<file path="src/rtl/uart_tx.sv">
// 8N1 UART transmitter: a frame FSM drives a parallel-to-serial shift register,
// and a bit-period counter sets how long each bit is held on the line.
module uart_tx #(
  parameter int CLKS_PER_BIT = 10,
  parameter int DATA_BITS    = 8
) (
  input  logic                 clk,
  input  logic                 n_rst,
  input  logic                 tx_start,
  input  logic [DATA_BITS-1:0] tx_data,
  output logic                 serial_out,
  output logic                 tx_busy,
  output logic                 tx_done
);

  localparam int CNT_W = (CLKS_PER_BIT > 1) ? $clog2(CLKS_PER_BIT) : 1;
  localparam int BIT_W = $clog2(DATA_BITS + 1);
  localparam logic [CNT_W-1:0] CNT_LAST = CNT_W'(CLKS_PER_BIT - 1);
  localparam logic [BIT_W-1:0] BIT_LAST = BIT_W'(DATA_BITS - 1);

  typedef enum logic [1:0] {
    IDLE  = 2'd0,
    START = 2'd1,
    DATA  = 2'd2,
    STOP  = 2'd3
  } state_t;

  state_t               state_r;
  logic [DATA_BITS-1:0] shift_r;
  logic [CNT_W-1:0]     clk_cnt_r;
  logic [BIT_W-1:0]     bit_cnt_r;
  logic                 serial_out_r;
  logic                 tx_busy_r;
  logic                 tx_done_r;
  logic                 period_end_s;

  assign period_end_s = (clk_cnt_r == CNT_LAST);
  assign serial_out   = serial_out_r;
  assign tx_busy      = tx_busy_r;
  assign tx_done      = tx_done_r;

  // Frame sequencer; the line level is registered one step ahead so every bit
  // appears on the edge that begins its period.
  always_ff @(posedge clk or negedge n_rst) begin
    if (!n_rst) begin
      state_r      <= IDLE;
      shift_r      <= '0;
      clk_cnt_r    <= '0;
      bit_cnt_r    <= '0;
      serial_out_r <= 1'b1;
      tx_busy_r    <= 1'b0;
      tx_done_r    <= 1'b0;
    end else begin
      tx_done_r <= 1'b0;
      case (state_r)
        IDLE: begin
          if (tx_start) begin
            shift_r      <= tx_data;
            clk_cnt_r    <= '0;
            bit_cnt_r    <= '0;
            serial_out_r <= 1'b0;
            tx_busy_r    <= 1'b1;
            state_r      <= START;
          end else begin
            serial_out_r <= 1'b1;
            tx_busy_r    <= 1'b0;
          end
        end
        START: begin
          if (period_end_s) begin
            clk_cnt_r    <= '0;
            serial_out_r <= shift_r[0];
            state_r      <= DATA;
          end else begin
            clk_cnt_r <= clk_cnt_r + 1'b1;
          end
        end
        DATA: begin
          if (period_end_s) begin
            clk_cnt_r <= '0;
            shift_r   <= shift_r >> 1;
            bit_cnt_r <= bit_cnt_r + 1'b1;
            if (bit_cnt_r == BIT_LAST) begin
              serial_out_r <= 1'b1;
              state_r      <= STOP;
            end else begin
              // bit 1 becomes bit 0 after this shift
              serial_out_r <= shift_r[1];
            end
          end else begin
            clk_cnt_r <= clk_cnt_r + 1'b1;
          end
        end
        STOP: begin
          if (period_end_s) begin
            clk_cnt_r <= '0;
            tx_busy_r <= 1'b0;
            tx_done_r <= 1'b1;
            state_r   <= IDLE;
          end else begin
            clk_cnt_r <= clk_cnt_r + 1'b1;
          end
        end
        default: begin
          state_r      <= IDLE;
          clk_cnt_r    <= '0;
          serial_out_r <= 1'b1;
          tx_busy_r    <= 1'b0;
        end
      endcase
    end
  end

endmodule

</file>
<file path="config.mk">
export PLATFORM = sky130hd
export DESIGN_NAME = uart_tx
export DESIGN_NICKNAME = d
export VERILOG_FILES = /design/src/rtl/uart_tx.sv
export SDC_FILE = /design/constraint.sdc
export NUM_CORES = 1
export LEC_CHECK = 0
export ABC_CLOCK_PERIOD_IN_PS = 3530
export CORE_ASPECT_RATIO = 1.2
export CORE_UTILIZATION = 61
export CTS_BUF_LIST = sky130_fd_sc_hd__clkbuf_8
export CTS_CLUSTER_DIAMETER = 100
export DETAILED_ROUTE_END_ITERATION = 16
export PLACE_DENSITY = 0.88
export SKIP_CTS_REPAIR_TIMING = 1
export SLEW_MARGIN = 20
export SYNTH_ARGS = -nofsm -noshare
export SYNTH_HDL_FRONTEND = slang
export SYNTH_SLANG_ARGS = --single-unit
</file>
<file path="constraint.sdc">
create_clock -name clk -period 3.53 [get_ports clk]
set_input_delay 0.353 -clock clk [delete_from_list [all_inputs] [get_ports clk]]
set_output_delay 0.353 -clock clk [all_outputs]
set_load 0.005 [all_outputs]
</file>
==> impl_metrics.json <==
{
  "post-route-worst-setup-slack_ns": 1.386,
  "cts_tree": "built",
  "critical_path_source_type": "flip-flop",
  "cp_cell_instances": "inv_1 > ha_1 > nor2_1 > a211o_4 > mux2_2",
  "tightest_slew_ns": 0.9139,
  "drt-total-wl_mm": 2.050,
  "mappedNetlistArea_sq_mm": 0.001187,
  "ys_warn_count": 0,
  "groute.usage.overall": 0.2254,
  "area_delta_synth_final_pct": 13.07,
  "worst-r2r-setup-slack_ns": 1.39,
  "route.met3.wl_microns": 93,
  "mappedNetlistNets": 132,
  "final_antenna_net_count": 0,
  "fmax_ghz": 0.4664,
  "flop_and_latch_count_out_of_synthesis": 21,
  "synth_top_flop_cell": "sky130_fd_sc_hd__dfrtp_1",
  "synthDistinctLibCells": 32,
  "ctsHtreeMaxLevel": 1,
  "end_kind": "flip-flop",
  "worst_skew_pair.late_latency_ns": 0.26,
  "postSynth.asyncResetShare": 1.000,
  "synthesis.area_per_instance_sq_um": 10.51,
  "rr_endpoint": "bit_cnt_r[0]$_DFFE_PN0P_",
  "power.share.combinational": 0.052,
  "share_of_total_power_in_the_clock_network": 0.362,
  "power_switching_share": 0.2008,
  "top_sig_layer": "met4",
  "drive_gt1_frac": 0.1040,
  "muxShareOfSynthArea": 0.08641,
  "synth_enable_flop_cells": 0,
  "critPathSlowestCell": "sky130_fd_sc_hd__ha_1",
  "timing.max_cap.violations": 0,
  "grt.overflow.total": 0,
  "numCtsBuffers": 3,
  "wl_per_cell_microns": 14.24,
  "crit_path_start": "state_r[0]$_DFFE_PN0P_",
  "detailed_place_hpwl_mm": 1.531,
  "timing.critical_path.slowest_cell_delay_ns": 0.59,
  "finalCriticalPeriod_ns": 2.144,
  "die_w_microns": 42.28,
  "detailedPlace.worstSlack_ns": 1.407,
  "postLayoutCoreUtil": 0.7339,
  "power_report.internal_total_uw": 333.8,
  "setup_viol_count_final": 0,
  "rr_startpoint": "state_r[0]$_DFFE_PN0P_",
  "cts_sinks": 21,
  "detail_route.first_pass.iterations": 4,
  "boundaryPins": 14,
  "floorplan.initialDensity": 0.6491,
  "critical_path.max_fanout": 18,
  "hold_class": "flip-flop to flip-flop",
  "number_of_global_route_vias_before_repair": 860,
  "synthSimpleGateAreaFrac": 0.1633,
  "path_clk_slew_ns": 0.07,
  "wire_length_of_the_first_global_routing_pass_mm": 3.629,
  "worst_slew_margin_rel": 0.3888,
  "nets": 145,
  "irDropWorstVdd_uv": 313.9,
  "worstPathRequired_ns": 3.68,
  "core_sq_mm": 0.001829,
  "initialDrtViolationCount": 17,
  "reg2regPathDepth": 5,
  "cp.arrival_ns": 2.29,
  "cts_root_buffer": "sky130_fd_sc_hd__clkbuf_8",
  "combinational_family_with_the_most_area_after_synthesis": "simple AND/OR/NAND/NOR gates",
  "power.switching_uw": 83.86,
  "globalplace.congestion": 0.7648,
  "outcome": "finished clean",
  "max_slew_vio_count": 0,
  "num_rows": 17,
  "dieArea_sq_mm": 0.002128,
  "clock-skew-final_ns": 0.002385,
  "die_h_microns": 50.33,
  "p_leak_uw": 0.0006228,
  "numPortBuffers": 13,
  "hp-start": "shift_r[6]$_DFFE_PN0P_",
  "num_vias": 840,
  "postSynthCellCount": 113,
  "hold_end": "shift_r[6]$_DFFE_PN0P_",
  "synth_fa_ha_area_frac": 0.08430,
  "fin_tns_setup_ns": 0,
  "grt_start_max_net_pins": 22,
  "criticalPathCategory": "flip-flop to flip-flop",
  "total_drc_errors_in_the_routed_layout": 0,
  "hold_path_depth": 2,
  "final_common_cell": "sky130_fd_sc_hd__dfrtp_1",
  "finalCritPeriodShare": 0.6074,
  "antenna_found_initial": 0,
  "powerDensity_mw_per_mm2": 311.1,
  "share_seq_of_total_power": 0.586,
  "fraction_of_the_mapped_netlist_area_in_compound_gates": 0.1581,
  "via_per_inst": 5.833,
  "antenna-diode-count": 0,
  "synth_sequential_area_ratio": 0.4436,
  "route.layer.met1.wl_microns": 896,
  "final_cell_mix": "sky130_fd_sc_hd__dfrtp_1, sky130_fd_sc_hd__nand2_1, sky130_fd_sc_hd__clkdlybuf4s50_1, sky130_fd_sc_hd__mux2i_1, sky130_fd_sc_hd__ha_1",
  "post-layout-total-power_uw": 417.6,
  "rsz_0062_raised_after_global_routing": "no",
  "met2WireLength_mm": 1.037,
  "post_synth_xor_area_fraction": 0.01475,
  "hold_viol_final": 0,
  "clock_path_buffers": 2
}
==> metal layers <==
metal / vias to the layer above / global-route usage
met2: 25 / 0.3949
met4: 0 / 0.08333
li1: 421 / -
met5: - / 0
met3: 4 / 0.05755
met1: 390 / 0.2632
==> Yosys cell counts, types with 2 or more instances <==
cell                       count  area (sq um)
sky130_fd_sc_hd__xnor2_1       2         17.52
sky130_fd_sc_hd__nand2_1      16         60.06
sky130_fd_sc_hd__a21oi_1       5         25.02
sky130_fd_sc_hd__o21ai_2       2         17.52
sky130_fd_sc_hd__buf_6         3         33.78
sky130_fd_sc_hd__o21ai_1       5         25.02
sky130_fd_sc_hd__nor2_1        6         22.52
sky130_fd_sc_hd__mux2i_1       8         80.08
sky130_fd_sc_hd__inv_1         4         15.01
sky130_fd_sc_hd__ha_1          8         100.1
sky130_fd_sc_hd__nand3_1       3         15.01
sky130_fd_sc_hd__nand3b_1      2         15.01
sky130_fd_sc_hd__o21ai_0       5         25.02
sky130_fd_sc_hd__buf_2         2         10.01
sky130_fd_sc_hd__a31oi_1       2         12.51
sky130_fd_sc_hd__and3b_1       2         17.52
sky130_fd_sc_hd__mux2_2        2         22.52
sky130_fd_sc_hd__dfrtp_1      20         500.5
sky130_fd_sc_hd__o31ai_1       3         22.52
==> worst max-delay path by stage <==
stage                               end  slack (ns)  cells after the start
6_report       bit_cnt_r[0]$_DFFE_PN0P_        1.39                      5
5_1_grt        bit_cnt_r[0]$_DFFE_PN0P_        1.22                      5
4_1_cts        bit_cnt_r[0]$_DFFE_PN0P_        1.39                      5
3_5_place_dp   bit_cnt_r[0]$_DFFE_PN0P_        1.41                      5
3_3_place_gp   bit_cnt_r[0]$_DFFE_PN0P_        1.50                      5
2_1_floorplan  bit_cnt_r[0]$_DFFE_PN0P_        1.84                      7
==> registers in the layout, summed over array words and instances (netlist names) <==
register,flops
clk_cnt_r,4
tx_done,1
bit_cnt_r,4
serial_out,1
state_r,2
shift_r,8
tx_busy,1
==> through the flow <==
| stage | area [sq um] | cells | hold slack [ns] |
|---|---|---|---|
| after floorplan | 1187 | 113 | 0.05741 |
| after global placement | 1297 | 140 | 0.4598 |
| after detailed placement | 1297 | 140 | 0.4659 |
| after CTS | 1343 | 144 | 0.4825 |
| after global routing | 1343 | 144 | 0.4955 |
| final | 1343 | 144 | 0.4822 |
==> logic make-up after synthesis <==
kind of cell / Yosys count
AO/OA/AOI/OAI: 28
XOR/XNOR: 2
adder cells (fa/ha/maj): 8
buffers and inverters: 9
flip-flops: 21
multiplexers: 10
AND/OR/NAND/NOR: 35
==> power by group through the flow <==
| stage | clock network (uW) | logic, uW | registers [uW] |
|---|---|---|---|
| after floorplan | 0 | 3.90 | 249 |
| after global routing | 161 | 24.4 | 245 |
| after CTS | 155 | 22.3 | 245 |
| after global placement | 0 | 21.8 | 249 |
| final | 151 | 21.6 | 245 |
| after detailed placement | 0 | 22.1 | 249 |
==> worst max-delay path: cells and delay by family (launching register included) <==
kind	cells	cell delay, ns
mux	1	0.28
simple gates	1	0.18
fa+ha+maj	1	0.59
flops	1	0.44
compound gates	1	0.44
buf+inv	1	0.11
==> cell type report <==
cell class / count / area, sq um
clock buffer: 3 / 41.29
clock inverter: 1 / 3.754
fill: 136 / 486.7
inverter: 4 / 15.01
multi-input combinational: 83 / 601.8
sequential: 21 / 526.8
tap: 19 / 23.77
timing repair buffer: 13 / 130.1
Note: power is estimated with default switching activity, not from simulation.
